## src/rtl/dft_scan_responder_pkg.sv

```systemverilog
// Shared definitions for the per-chain DFT scan-readout responder:
// FSM state encoding and the packed output word width.
package dft_scan_responder_pkg;

  localparam int unsigned WORD_W = 32;

  typedef enum logic [2:0] {
    ST_IDLE   = 3'd0,
    ST_ACK    = 3'd1,
    ST_SHIFT  = 3'd2,
    ST_DRAIN  = 3'd3,
    ST_COMMIT = 3'd4
  } state_e;

endpackage

```

## src/rtl/dft_scan_responder_counter.sv

```systemverilog
// Shift counter for one scan chain: counts shifted bits and flags the last one.
// Saturates at p_max so it never wraps within an operation.
module dft_scan_responder_counter
  import dft_scan_responder_pkg::*;
#(
  parameter int unsigned p_max   = 100,
  parameter int unsigned p_width = $clog2(p_max + 1)
) (
  input  logic clk_i,
  input  logic rst_ni,
  input  logic clr_i,
  input  logic cnten_i,
  output logic ov_o
);

  logic [p_width-1:0] cnt_q, cnt_d;

  always_comb begin
    cnt_d = cnt_q;
    if (clr_i) begin
      cnt_d = '0;
    end else if (cnten_i && (cnt_q != p_width'(p_max))) begin
      cnt_d = cnt_q + p_width'(1);
    end
  end

  always_ff @(posedge clk_i or negedge rst_ni) begin
    if (!rst_ni) begin
      cnt_q <= '0;
    end else begin
      cnt_q <= cnt_d;
    end
  end

  // High while the bit being shifted this cycle is the chain's last one
  assign ov_o = (cnt_q == p_width'(p_max - 1));

endmodule

```

## src/rtl/dft_scan_responder.sv

```systemverilog
// Per-chain scan responder: acknowledges a request, rotates the DUT chain once
// while packing its bits LSB-first into 32-bit strobed words, then commits.
module dft_scan_responder
  import dft_scan_responder_pkg::*;
#(
  parameter int unsigned p_chain_len = 100,
  parameter int unsigned p_word_w    = WORD_W
) (
  input  logic                clk_i,
  input  logic                rst_ni,
  input  logic                dft_val_op_i,
  output logic                dft_op_ack_o,
  output logic                dft_op_commit_o,
  input  logic                dft_commit_ack_i,
  output logic                dft_output_strobe_o,
  output logic [p_word_w-1:0] dft_output_data_o,
  output logic                scan_en_o,
  input  logic                scan_out_i,
  output logic                scan_in_o
);

  localparam int unsigned IDX_W   = $clog2(p_word_w);
  localparam int unsigned CNT_W   = $clog2(p_chain_len + 1);
  localparam logic [IDX_W-1:0] IDX_LAST = IDX_W'(p_word_w - 1);

  state_e              state_q, state_d;
  logic [IDX_W-1:0]    bit_idx_q, bit_idx_d;
  logic [p_word_w-1:0] word_q, word_d, word_fill;
  logic [p_word_w-1:0] data_q, data_d;
  logic                ack_q, ack_d;
  logic                commit_q, commit_d;
  logic                scan_en_q, scan_en_d;
  logic                strobe_q, strobe_d;
  logic                last_bit;
  logic                cnt_clr, cnt_en;

  dft_scan_responder_counter #(
    .p_max   (p_chain_len),
    .p_width (CNT_W)
  ) u_shift_cnt (
    .clk_i   (clk_i),
    .rst_ni  (rst_ni),
    .clr_i   (cnt_clr),
    .cnten_i (cnt_en),
    .ov_o    (last_bit)
  );

  always_comb begin
    state_d   = state_q;
    bit_idx_d = bit_idx_q;
    word_d    = word_q;
    data_d    = '0;
    strobe_d  = 1'b0;
    cnt_clr   = (state_q == ST_IDLE);
    cnt_en    = (state_q == ST_SHIFT);
    word_fill = word_q;
    word_fill[bit_idx_q] = scan_out_i;

    case (state_q)
      ST_IDLE: begin
        bit_idx_d = '0;
        word_d    = '0;
        if (dft_val_op_i) begin
          state_d = ST_ACK;
        end
      end
      ST_ACK: begin
        // Wait for the request to drop so skewed chains all start cleanly
        if (!dft_val_op_i) begin
          state_d = ST_SHIFT;
        end
      end
      ST_SHIFT: begin
        word_d    = word_fill;
        bit_idx_d = (bit_idx_q == IDX_LAST) ? '0 : bit_idx_q + IDX_W'(1);
        // Full word or final partial word: present it next cycle, restart packing
        if ((bit_idx_q == IDX_LAST) || last_bit) begin
          strobe_d = 1'b1;
          data_d   = word_fill;
          word_d   = '0;
        end
        if (last_bit) begin
          bit_idx_d = '0;
          state_d   = ST_DRAIN;
        end
      end
      ST_DRAIN: begin
        state_d = ST_COMMIT;
      end
      ST_COMMIT: begin
        if (dft_commit_ack_i) begin
          state_d = ST_IDLE;
        end
      end
      default: begin
        state_d = ST_IDLE;
      end
    endcase

    ack_d     = (state_d == ST_ACK);
    commit_d  = (state_d == ST_COMMIT);
    scan_en_d = (state_d == ST_SHIFT);
  end

  always_ff @(posedge clk_i or negedge rst_ni) begin
    if (!rst_ni) begin
      state_q   <= ST_IDLE;
      bit_idx_q <= '0;
      word_q    <= '0;
      data_q    <= '0;
      ack_q     <= 1'b0;
      commit_q  <= 1'b0;
      scan_en_q <= 1'b0;
      strobe_q  <= 1'b0;
    end else begin
      state_q   <= state_d;
      bit_idx_q <= bit_idx_d;
      word_q    <= word_d;
      data_q    <= data_d;
      ack_q     <= ack_d;
      commit_q  <= commit_d;
      scan_en_q <= scan_en_d;
      strobe_q  <= strobe_d;
    end
  end

  assign dft_op_ack_o        = ack_q;
  assign dft_op_commit_o     = commit_q;
  assign dft_output_strobe_o = strobe_q;
  assign dft_output_data_o   = data_q;
  assign scan_en_o           = scan_en_q;
  // Recirculate so the chain is restored after a full rotation
  assign scan_in_o           = scan_en_q & scan_out_i;

endmodule
```

## config.mk

```make
export PLATFORM = sky130hd
export DESIGN_NAME = dft_scan_responder
export DESIGN_NICKNAME = d
export VERILOG_FILES = /design/src/rtl/dft_scan_responder_pkg.sv /design/src/rtl/dft_scan_responder_counter.sv /design/src/rtl/dft_scan_responder.sv
export SDC_FILE = /design/constraint.sdc
export NUM_CORES = 1
export LEC_CHECK = 0
export BUFFER_PORTS_ARGS = -buffer_cell sky130_fd_sc_hd__buf_4
export CAP_MARGIN = 20
export CORE_MARGIN = 2
export CORE_UTILIZATION = 58
export DETAILED_ROUTE_END_ITERATION = 10
export MAX_ROUTING_LAYER = met4
export PLACE_DENSITY_LB_ADDON = 0.3
export SYNTH_ARGS = -nofsm -noshare
export SYNTH_HDL_FRONTEND = slang
export SYNTH_SLANG_ARGS = --single-unit
```

## constraint.sdc

```tcl
create_clock -name clk_i -period 2.35 [get_ports clk_i]
set_clock_uncertainty 0.05 [all_clocks]
set_input_delay 0.1175 -clock clk_i [delete_from_list [all_inputs] [get_ports clk_i]]
set_output_delay 0.1175 -clock clk_i [all_outputs]
set_load 0.01 [all_outputs]
```

* After elaboration in Yosys (flattened, before gate mapping) *
Cells that the tools add are included.

storage, ports and cells
  register bits after elaboration = 83
  latch bits = 0
  bits in writable memories = 0
  ROM bits = 0
  input bits = 5
  output and inout port bits = 37
  logic and storage cells = 49
  memories = 0

operators by class
  $add $sub $neg = 2
  $mul = 0
  div/mod/pow operators = 0
  order comparisons = 2
  eq/ne operators = 10
  shifts and indexed selects = 0
  multiplexer cells = 19
  bitwise gates (word level) = 1
  reductions and logical operators = 6

operators by type and width
  cell                 number
  $mux 32              3
  $pmux 32 s2          1
  $bwmux 32            1
  $pmux 3 s5           1
  $mux 7               2
  $mux 3               4
  $mux 5               2
  $pmux 5 s2           1
  $eq 3x2->1 const B   3
  $add 7x1->7 const B  1
  $eq 7x7->1 const B   1
  $ne 7x7->1 const B   1
  $eq 3x1->1 const B   2
  $eq 3x3->1 const B   2
  $lt 5x6->1 const B   1
  $add 5x1->5 const B  1
  $demux 1 s5          1
  $eq 5x5->1 const B   1
  $ge 5x1->1 const B   1
  $reduce_bool 2->1    2
  $logic_not 3->1      1
  $mux 1               3
  $logic_and 1x1->1    2
  $and 1x1->1          1
  $logic_or 1x1->1     1

* Logic depth before layout (Yosys ltp) *
Gate-level depths: netlist of the first run.

  depth in word-level cells = 7
  depth in mapped cells = 8
  depth with buffers taken out = 7

* Cells and area by module *
Synthesis of the first run repeated with hierarchy kept, for this count alone.

second synthesis, totals
  cells, all modules = 369
  area total of the unflattened synthesis = 3,976.3 um2

by module, submodules not included
  module                      instances  cells an instance  area each (um2)  seq. area each (um2)
  dft_scan_responder          1          326                3,572.2          1,901.8
  dft_scan_responder_counter  1          43                 404.1            175.2

* Least setup slack after synthesis of the first run *
OpenSTA, ideal clock, no wires.

  kind = reg-to-reg
  start = reg bit_idx_q[0]
  end = reg word_q[21]
  library setup time = 66 ps
  data arrival time = 1,798 ps
  required time = 2,234 ps
  slack = 436 ps
  stages on the path, launching flop included = 7
  path buffers = 1
  period minus slack after synthesis = 1,914 ps
  cells stage by stage = dfrtp_1 -> ha_1 -> and3_1 -> ha_1 -> nor4b_2 -> buf_2 -> a22o_1

between the ends
  word-level cells in the longest chain between the ends = 7
  elaborated cells between the ends (all ways) = 10
  classes of those cells = order compare (2); eq/ne (1); mux (5); reduce/logical (2)

RTL lines
  element                                                                RTL line                   text
  start, declared                                                        dft_scan_responder.sv:27   logic [IDX_W-1:0] bit_idx_q, bit_idx_d;
  start signal, assigned                                                 dft_scan_responder.sv:117  bit_idx_q <= bit_idx_d;
  $lt 5x6->1 (not written as such) / $ge 5x1->1 (equally long branches)  dft_scan_responder.sv:57   word_fill[bit_idx_q] = scan_out_i;
  $logic_and 1x1->1 (not written as such)                                dft_scan_responder.sv:57
  $mux 1 (not written as such)                                           dft_scan_responder.sv:57
  $demux 1 s5                                                            dft_scan_responder.sv:57
  $bwmux 32                                                              dft_scan_responder.sv:57
  $mux 32 (*)                                                            dft_scan_responder.sv:77   if ((bit_idx_q == IDX_LAST) || last_bit) begin
  $pmux 32 s2 (*)                                                        dft_scan_responder.sv:59   case (state_q)
  end signal, assigned                                                   dft_scan_responder.sv:118  word_q <= word_d;
  end, declared                                                          dft_scan_responder.sv:28   logic [p_word_w-1:0] word_q, word_d, word_fill;

Mark *: on every way between the ends. The rest lies on a longest branch, timed or not.
A chain may end at the register's enable or synchronous reset.

* Final worst setup path of the first run *
  start = reg bit_idx_q[0]
  end = reg word_q[13]

Same word-level chain as after synthesis.

==> run_results.csv, run 1 <==
group,metric,value,unit
critical_path,crit_top_cell,"ha_1",
floorplan,fp.coreArea,6350,um^2
synthesis,synth_seq_cells,83,
sta,finalMaxSlewViolations,0,
sta,rsz0062_at_grt,"no",
synthesis,ys_seq_area_frac,0.545,
synthesis,netlist_instances,383,
floorplan,pin_count,42,
synthesis,synthFlopType,"dfrtp_1",
clock_tree,cts_tree,"yes",
final_layout,final_util,0.700,
sta,fin_ws,259,ps
synthesis,async_flop_share,1.00,
pwr,seqPwrFrac,0.414,
run,maxCapViolCount,0,
critical_path,critical_path_buf_inv_count,2,
floorplan,initial_core_util,0.601,
critical_path,critical_path.endpoint_type,"flip-flop",
drt,wl_per_cell,16.8,um
drt,wirelength,8.42,mm
pwr,power_frac_comb,0.253,
clock_tree,numCtsBuffers,9,
floorplan,num_rows,29,
sta,max-slew-margin-rel,0.586,
clock_tree,clk_pin_slew,90,ps
critical_path,startpoint_type,"flip-flop",
pwr,switching_share,0.325,
synthesis,yosysTopAreaCell,"dfrtp_1",
clock_tree,cts-root-buf,"clkbuf_8",
floorplan,die_area,7240,um^2
final_layout,area_delta_synth_final,16.5,%
sta,hold_violations,0,
synthesis,syn_area,3810,um^2
critical_path,critPathTopFamily,"adder cells",
critical_path,path_cells,"ha_1 -> and3_1 -> ha_1 -> inv_1 -> o311ai_4 -> buf_4 -> o21ai_1 -> a22o_1",
grt,grt_max_degree,50,
placement,dp_hpwl,5.25,mm
grt,grt_overflow,0,
placement,portBuffers,41,
synthesis,synth_cell_types,38,
synthesis,yosys_warnings,0,
grt,antenna_found_initial,0,
synthesis,syn_avg_cell_area,9.96,um^2
clock_tree,cts_max_level,3,
critical_path,ff2ff_path_depth,8,
pwr,ir_worst_vdd,466,uV
floorplan,die_h,85.1,um
pwr,clkPwrFrac,0.333,
sta,tightest_slew,621,ps
sta,timing.final.crit_share,0.890,
grt,grt_pass1_wl,14.2,mm
outcome,outcome,"complete, no violations",
drt,ant_nets,0,
sta,final.min_clock_period,2090,ps
min_path,holdCritPathClass,"primary input to flip-flop",
min_path,holdCritStartpoint,"dft_val_op_i",
drt,drt_iter0_markers,346,
critical_path,critPathMaxFanout,12,
grt,grt_usage,0.256,
pwr,power_leakage,0.00198,uW
placement,routabilityCongestion,0.908,
pwr,powerDensity,858,nW/um^2
critical_path,cp.required,2550,ps
drt,first_pass_iters,5,
drt,vias_per_cell,6.03,
clock_tree,ctsResizeCount,0,
synthesis,synth_top_area_frac,0.545,
critical_path,reg2reg_slack,260,ps
sta,whs,15.3,ps
min_path,hold_end,"dft_op_ack_o$_DFF_PN0_",
grt,grt_pass1_vias,2875,
pwr,p_sw,1240,uW
critical_path,reg2reg_to,"word_q[13]$_DFFE_PN0P_",
drt,via_count,3016,
final_layout,drive_above_1_share,0.180,
min_path,worstHoldPathCells,2,
synthesis,synth.most_common_cell,"dfrtp_1",
clock_tree,cts_max_path_buffers,2,
final_layout,nNetsFinal,430,
placement,pre_cts_ws,319,ps
clock_tree,cts.sinks,83,
synthesis,synth_edf_count,0,
pwr,p_int,2570,uW
critical_path,critical_path_arrival,2290,ps
synthesis,synth_common_cells,"dfrtp_1 (83), nor2_1 (51), nand2_1 (35), a22o_1 (33)",
sta,setup_viol,0,
clock_tree,cts_setup_buffers,0,
critical_path,r2r-start,"bit_idx_q[0]$_DFFE_PN0P_",
clock_tree,clock_latency,360,ps
synthesis,yosys-top-cells-area,"dfrtp_1 (54%), a22o_1 (7.6%), nor2_1 (5.0%), o21ai_0 (3.9%), o21ai_1 (3.9%)",
critical_path,worst_path_max_delay_cell,"dfrtp_1",
sta,fmax,0.478,GHz
sta,fin_setup_tns,0,ps
critical_path,max_stage_delay,440,ps
floorplan,fp.dieW,85.1,um
synthesis,synth_nets,395,
critical_path,crit_type,"flip-flop to flip-flop",
pwr,finalPower,3810,uW
drt,drcViolationCount,0,
final_layout,num_antenna_cells,0,
clock_tree,cts_hold_buf,2,
stage by stage:
stage                     instances  area, um^2
after floorplan                 383        3810
final                           500        4440
after global routing            500        4440
after CTS                       500        4440
after detailed placement        482        4170
after global placement          482        4170
area by class of cell:
class / count / area, um^2
Clock buffer: 10 / 138
Clock inverter: 6 / 111
Fill cell: 469 / 1910
Inverter: 8 / 30.0
Multi-Input combinational cell: 263 / 1580
Sequential cell: 83 / 2080
Tap cell: 77 / 96.3
Timing Repair Buffer: 53 / 415
flip-flops by register name (all words and copies together) (netlist names):
name / cells
dft_output_data_o: 32
dft_op_ack_o: 1
dft_op_commit_o: 1
state_q: 3
bit_idx_q: 5
word_q: 32
dft_output_strobe_o: 1
u_shift_cnt.cnt_q: 7
scan_en_o: 1
cells in the final DEF, fill, tap and decap left out, types with 2 or more instances in the layout:
| cell type | netlist | final |
|---|---|---|
| o22ai_1 | 2 | 2 |
| nand2_1 | 35 | 35 |
| or3b_1 | 2 | 2 |
| clkbuf_8 | 0 | 10 |
| inv_1 | 8 | 8 |
| mux2i_1 | 13 | 13 |
| xnor2_1 | 2 | 2 |
| buf_4 | 0 | 50 |
| nor3_1 | 3 | 3 |
| dfrtp_1 | 83 | 83 |
| ha_1 | 7 | 7 |
| bufinv_16 | 0 | 3 |
| nor2_1 | 51 | 51 |
| a21o_1 | 2 | 2 |
| o21ai_0 | 30 | 30 |
| a21oi_1 | 23 | 23 |
| dlygate4sd3_1 | 0 | 2 |
| nand2b_1 | 6 | 6 |
| o21ai_1 | 30 | 29 |
| or2_2 | 3 | 3 |
| a22o_1 | 33 | 33 |
| nand3_1 | 4 | 4 |
| and2_1 | 2 | 2 |
power by group through the flow:
stage	logic [uW]	clock network, uW	registers [uW]
floorplan	704	0	1590
global placement	916	0	1600
detailed placement	944	0	1600
CTS	951	1280	1580
global route	1080	1330	1590
finish	965	1270	1580
logic make-up (layout without fill, tap and decap cells):
group	after synthesis	in the layout	share of synthesized area
AO/OA/AOI/OAI	127	127	0.214
buffers and inverters	37	77	0.0456
adder cells (fa/ha/maj)	7	7	0.0230
XOR/XNOR	2	2	0.00459
multiplexers	13	13	0.0341
flip-flops	83	83	0.545
AND/OR/NAND/NOR	114	114	0.134
metal layers:
metal | wire length (um) | GRT usage | up-vias
li1 | - | - | 1407
met1 | 3700 | 0.346 | 1470
met2 | 4060 | 0.389 | 126
met3 | 524 | 0.0370 | 13
met4 | 138 | 0.108 | 0
met5 | 0 | - | -
worst max-delay path by stage:
stage,start,to,slack (ps),cells past startpoint
finish,bit_idx_q[0]$_DFFE_PN0P_,word_q[13]$_DFFE_PN0P_,260,8
global route,bit_idx_q[0]$_DFFE_PN0P_,bit_idx_q[3]$_DFFE_PN0P_,160,7
CTS,bit_idx_q[0]$_DFFE_PN0P_,bit_idx_q[3]$_DFFE_PN0P_,270,7
detailed placement,bit_idx_q[0]$_DFFE_PN0P_,bit_idx_q[3]$_DFFE_PN0P_,320,7
global placement,bit_idx_q[0]$_DFFE_PN0P_,bit_idx_q[3]$_DFFE_PN0P_,350,7
floorplan,bit_idx_q[0]$_DFFE_PN0P_,word_q[21]$_DFFE_PN0P_,440,6
Power figures use the tool's default switching activity.
==> run 2, diff against run 1 <==
--- a/config.mk
+++ b/config.mk
@@ -5,6 +5,7 @@
 export SDC_FILE = /design/constraint.sdc
 export NUM_CORES = 1
 export LEC_CHECK = 0
+export ABC_AREA = 1
 export BUFFER_PORTS_ARGS = -buffer_cell sky130_fd_sc_hd__buf_4
 export CAP_MARGIN = 20
 export CORE_MARGIN = 2
==> run 2 against run 1 <==
Against the previous run:
- sequential power about the same
- critical path type unchanged
- combinational power fell by 19%
- critical path depth stayed put
- register-to-register slack is essentially flat
- clock-buffer cell count grew 2
- largest power group unchanged
- worst hold slack better by 130 ps
==> run_results.csv, run 2 <==
group,metric,value,unit
outcome,outcome,"complete, no violations",
drt,first_pass_iters,7,
floorplan,die_h,86.9,um
placement,dp_hpwl,5.43,mm
floorplan,fp.dieW,86.9,um
clock_tree,cts_hold_buf,3,
synthesis,syn_area,3980,um^2
floorplan,pin_count,42,
critical_path,cp.required,2580,ps
synthesis,synth.most_common_cell,"nand2_1",
pwr,finalPower,3410,uW
floorplan,initial_core_util,0.593,
min_path,holdCritPathClass,"primary input to flip-flop",
clock_tree,cts-root-buf,"clkbuf_8",
synthesis,synth_nets,486,
grt,grt_pass1_wl,14.6,mm
sta,timing.final.crit_share,0.895,
drt,wirelength,8.45,mm
synthesis,ys_seq_area_frac,0.522,
synthesis,synth_seq_cells,83,
sta,hold_violations,0,
clock_tree,cts_tree,"yes",
synthesis,synth_cell_types,27,
clock_tree,clock_latency,360,ps
floorplan,die_area,7550,um^2
grt,grt_max_degree,46,
final_layout,num_antenna_cells,0,
drt,wl_per_cell,14.1,um
grt,grt_overflow,0,
critical_path,critPathMaxFanout,23,
clock_tree,cts_setup_buffers,0,
final_layout,layout_commonest_cell,"nand2_1",
clock_tree,clk_pin_slew,80,ps
grt,grt_usage,0.254,
synthesis,yosys_warnings,0,
final_layout,nNetsFinal,527,
final_layout,area_delta_synth_final,14.5,%
final_layout,mostFrequentLayoutCells,"nand2_1 (161), nand3_1 (92), dfrtp_1 (83)",
grt,grt_pass1_vias,3179,
drt,drt_iter0_markers,288,
grt,antenna_found_initial,0,
pwr,ir_worst_vdd,503,uV
critical_path,critical_path_arrival,2330,ps
critical_path,startpoint_type,"flip-flop",
drt,top_layer,"met4",
pwr,powerDensity,748,nW/um^2
synthesis,synth_top_area_frac,0.522,
critical_path,critical_path.endpoint_type,"flip-flop",
drt,wl_met3,431,um
clock_tree,cts.sinks,83,
sta,whs,150,ps
sta,setup_viol,0,
clock_tree,ctsResizeCount,0,
sta,max-slew-margin-rel,0.615,
placement,dp_cells,581,
sta,finalMaxSlewViolations,0,
final_layout,layout.cells.non_filler,600,
synthesis,syn_avg_cell_area,8.40,um^2
sta,fmax,0.475,GHz
clock_tree,cts_max_level,3,
drt,met1_length,3.71,mm
floorplan,num_rows,30,
drt,drcViolationCount,0,
synthesis,synth_common_cells,"nand2_1 (161), nand3_1 (92), dfrtp_1 (83), a21oi_1 (23), inv_1 (21)",
synthesis,synthFlopType,"dfrtp_1",
critical_path,crit_type,"flip-flop to flip-flop",
final_layout,fillers,510,
synthesis,async_flop_share,1.00,
drt,met2WireLength,4.16,mm
sta,final.min_clock_period,2100,ps
placement,routabilityCongestion,0.825,
pwr,power_leakage,0.00237,uW
sta,rsz0062_at_grt,"no",
run,maxCapViolCount,0,
sta,tightest_slew,577,ps
floorplan,fp.coreArea,6720,um^2
sta,fin_setup_tns,0,ps
drt,via_count,3353,
synthesis,yosys-top-cells-area,"dfrtp_1 (52%), nand2_1 (15%), nand3_1 (12%), a21oi_1 (2.9%), ha_1 (2.2%)",
synthesis,netlist_instances,474,
final_layout,final_util,0.678,
final_layout,drive_above_1_share,0.162,
synthesis,yosysTopAreaCell,"dfrtp_1",
placement,portBuffers,41,
clock_tree,numCtsBuffers,9,
drt,ant_nets,0,
drt,vias_per_cell,5.59,
clock_tree,cts_max_path_buffers,2,
synthesis,synth_edf_count,0,
run 2: cell count changes after synthesis, moves of 7 or more:
| cell | previous run | this run |
|---|---|---|
| o21ai_0 | 30 | 17 |
| nand2_1 | 35 | 161 |
| nor2_4 | 0 | 7 |
| nand3_1 | 4 | 92 |
| mux2i_1 | 13 | 0 |
| and2_2 | 0 | 7 |
| nor2_1 | 51 | 14 |
| inv_1 | 8 | 21 |
| o21ai_1 | 30 | 1 |
| clkbuf_1 | 20 | 8 |
| a22o_1 | 33 | 0 |
run 2: routing by layer:
metal	up-vias	track usage
li1	1621	-
met1	1588	0.331
met4	0	0.0938
met5	-	-
met2	129	0.396
met3	15	0.0521
run 2: final cells by class:
| class | count | area (um^2) | share of cell area |
|---|---|---|---|
| multi-input cells | 345 | 1660 | 0.363 |
| inverters | 22 | 82.6 | 0.0181 |
| well taps | 80 | 100 | 0.0220 |
| clock inverters | 4 | 48.8 | 0.0107 |
| clock buffers | 12 | 155 | 0.0340 |
| flip-flops and latches | 83 | 2080 | 0.456 |
| repair buffers | 54 | 438 | 0.0961 |
run 2: critical path, stage by stage, from the launching register on:
cell     delay (ps)
dfrtp_1         420
ha_1            340
nand2_1         150
nor2_1           50
ha_1            230
nor2_4          380
buf_12          230
nand3_1          80
o21ai_0          80
run 2: worst paths after layout:
check,startpoint,end,slack (ps),depth (start not counted)
worst max-delay path,bit_idx_q[0]$_DFFE_PN0P_,bit_idx_q[0]$_DFFE_PN0P_,250,8
worst min-delay path,scan_out_i,dft_output_data_o[24]$_DFF_PN0_,150,3
worst max register to register,bit_idx_q[0]$_DFFE_PN0P_,bit_idx_q[0]$_DFFE_PN0P_,250,8
worst min register to register,word_q[29]$_DFFE_PN0P_,word_q[29]$_DFFE_PN0P_,440,2
max in group asynchronous,rst_ni,word_q[24]$_DFFE_PN0P_,1410,3
min in group asynchronous,rst_ni,dft_output_strobe_o$_DFF_PN0_,240,2
run 2: stage by stage:
stage	setup slack (ps)	area, um^2
6_report	246	4560
3_3_place_gp	348	4320
2_1_floorplan	517	3980
4_1_cts	239	4560
5_1_grt	62.4	4560
3_5_place_dp	266	4320
run 2: logic make-up (layout without fill, tap and decap cells):
family,after synthesis,in the layout,synth area share
AO/OA/AOI/OAI,46,46,0.0613
XOR/XNOR,2,2,0.00440
adder cells (fa/ha/maj),7,7,0.0220
buffers and inverters,46,92,0.0625
flip-flops,83,83,0.522
AND/OR/NAND/NOR,290,290,0.328
run 2: power by group:
group / leakage, uW / switching, uW / total (uW) / internal (uW)
clock network: 0.000106 / 501 / 1050 / 548
logic: 0.00112 / 564 / 783 / 219
registers: 0.00115 / 74.8 / 1580 / 1500
total: 0.00237 / 1140 / 3410 / 2270
==> run 3, diff against run 2 <==
--- a/config.mk
+++ b/config.mk
@@ -8,7 +8,7 @@
 export ABC_AREA = 1
 export BUFFER_PORTS_ARGS = -buffer_cell sky130_fd_sc_hd__buf_4
 export CAP_MARGIN = 20
-export CORE_MARGIN = 2
+export CORE_MARGIN = 5
 export CORE_UTILIZATION = 58
 export DETAILED_ROUTE_END_ITERATION = 10
 export MAX_ROUTING_LAYER = met4
==> run 3 against run 2 <==
Against the previous run:
- first-iteration DRC count decreased by 27%
- critical path type unchanged
- critical endpoint is now word_q[6]$_DFFE_PN0P_
- clock power about the same
- final cell count increased by 0.17%
- worst hold slack worse by 11 ps
- highest routed layer unchanged
==> run_results.csv, run 3 (synthesis gave the netlist of run 2 again) <==
group,metric,value,unit
sta,fmax,0.491,GHz
clock_tree,cts_max_level,3,
placement,portBuffers,41,
clock_tree,cts-root-buf,"clkbuf_8",
final_layout,layout_commonest_cell,"nand2_1",
critical_path,critPathTopFamily,"simple AND/OR/NAND/NOR gates",
sta,tightest_slew,564,ps
final_layout,regArea,2080,um^2
min_path,holdCritPathClass,"primary input to flip-flop",
critical_path,critPathMaxFanout,11,
critical_path,reg2reg_slack,310,ps
floorplan,fp.dieW,92.9,um
clock_tree,cts_tree,"yes",
final_layout,num_antenna_cells,0,
floorplan,pin_count,42,
grt,grt_usage,0.216,
drt,vias_per_cell,5.59,
sta,timing.final.crit_share,0.867,
clock_tree,clk_pin_slew,80,ps
outcome,outcome,"complete, no violations",
critical_path,cp.required,2590,ps
critical_path,critical_path_buf_inv_count,1,
critical_path,critical_path.endpoint_type,"flip-flop",
sta,hold_violations,0,
final_layout,area_delta_synth_final,14.4,%
final_layout,nNetsFinal,528,
critical_path,critical_path_arrival,2280,ps
floorplan,fp.coreArea,6760,um^2
clock_tree,clock_latency,350,ps
critical_path,startpoint_type,"flip-flop",
floorplan,die_area,8620,um^2
drt,wirelength,8.56,mm
floorplan,num_rows,30,
final_layout,fillers,542,
grt,grt_overflow,0,
grt,grt_max_degree,44,
clock_tree,numCtsBuffers,9,
critical_path,crit_type,"flip-flop to flip-flop",
final_layout,multi_input_comb_area,1660,um^2
sta,fin_setup_tns,0,ps
clock_tree,cts_setup_buffers,0,
critical_path,worst_path_max_delay_cell,"dfrtp_1",
pwr,ir_worst_vdd,573,uV
drt,drcViolationCount,0,
floorplan,die_h,92.9,um
final_layout,mostFrequentLayoutCells,"nand2_1 (161), nand3_1 (92), dfrtp_1 (83)",
sta,setup_viol,0,
critical_path,r2r-start,"bit_idx_q[0]$_DFFE_PN0P_",
clock_tree,cts.sinks,83,
sta,finalMaxSlewViolations,0,
critical_path,path_cells,"ha_1 -> nand2_1 -> nor2_1 -> ha_1 -> nor2_4 -> buf_4 -> nand3_1 -> nand2_1",
drt,via_count,3362,
pwr,finalPower,3380,uW
clock_tree,cts_hold_buf,3,
grt,grt_pass1_wl,14.4,mm
grt,grt_pass1_vias,3154,
clock_tree,ctsResizeCount,0,
drt,wl_per_cell,14.2,um
sta,max-slew-margin-rel,0.624,
min_path,holdCritStartpoint,"scan_out_i",
sta,rsz0062_at_grt,"no",
drt,ant_nets,0,
pwr,power_leakage,0.00237,uW
placement,routabilityCongestion,0.820,
critical_path,max_stage_delay,410,ps
placement,dp_hpwl,5.57,mm
clock_tree,cts_max_path_buffers,2,
critical_path,crit_start,"bit_idx_q[0]$_DFFE_PN0P_",
run,maxCapViolCount,0,
grt,antenna_found_initial,0,
drt,drt_iter0_markers,210,
sta,final.min_clock_period,2040,ps
pwr,powerDensity,742,nW/um^2
drt,first_pass_iters,7,
floorplan,initial_core_util,0.589,
final_layout,drive_above_1_share,0.163,
==> run 3: area by class of cell <==
class | count | area share
multi-input cells | 345 | 0.364
clock inverters | 5 | 0.0115
clock buffers | 11 | 0.0310
flip-flops and latches | 83 | 0.456
repair buffers | 55 | 0.0978
well taps | 80 | 0.0220
inverters | 22 | 0.0181
==> run 3: final timing paths <==
path	endpoint	depth (start not counted)
worst max-delay path	word_q[6]$_DFFE_PN0P_	8
worst min-delay path	dft_output_data_o[25]$_DFF_PN0_	3
worst max register to register	word_q[6]$_DFFE_PN0P_	8
worst min register to register	word_q[1]$_DFFE_PN0P_	2
max in group asynchronous	word_q[16]$_DFFE_PN0P_	3
min in group asynchronous	dft_output_strobe_o$_DFF_PN0_	2
==> run 3: worst register-to-register path, delay by kind of cell (launching register included) <==
kind                     cells  cell delay (ps)
adder cells (fa/ha/maj)      2              570
flip-flops                   1              410
buffers and inverters        1              240
AND/OR/NAND/NOR              5              700
==> run 3: where the power goes <==
part / switching (uW) / internal, uW / leakage, uW
clock network: 501 / 515 / 0.0000991
registers: 74.9 / 1500 / 0.00115
logic: 566 / 220 / 0.00112
==> run 3: metal layers <==
| layer | part of all wire | up-vias | GRT usage |
|---|---|---|---|
| met5 | 0 | - | - |
| li1 | - | 1622 | - |
| met3 | 0.063 | 24 | 0.0357 |
| met2 | 0.48 | 134 | 0.338 |
| met4 | 0.026 | 0 | 0.0989 |
| met1 | 0.43 | 1582 | 0.278 |
==> run 3: through the flow <==
stage	setup WS, ps	util	cells	instance area [um^2]	hold slack (ps)
2_1_floorplan	517	-	474	3980	-228
3_3_place_gp	421	0.641	582	4330	101
3_5_place_dp	345	0.641	582	4330	101
4_1_cts	330	0.674	601	4560	134
5_1_grt	165	0.674	601	4560	156
6_report	312	0.674	601	4560	140
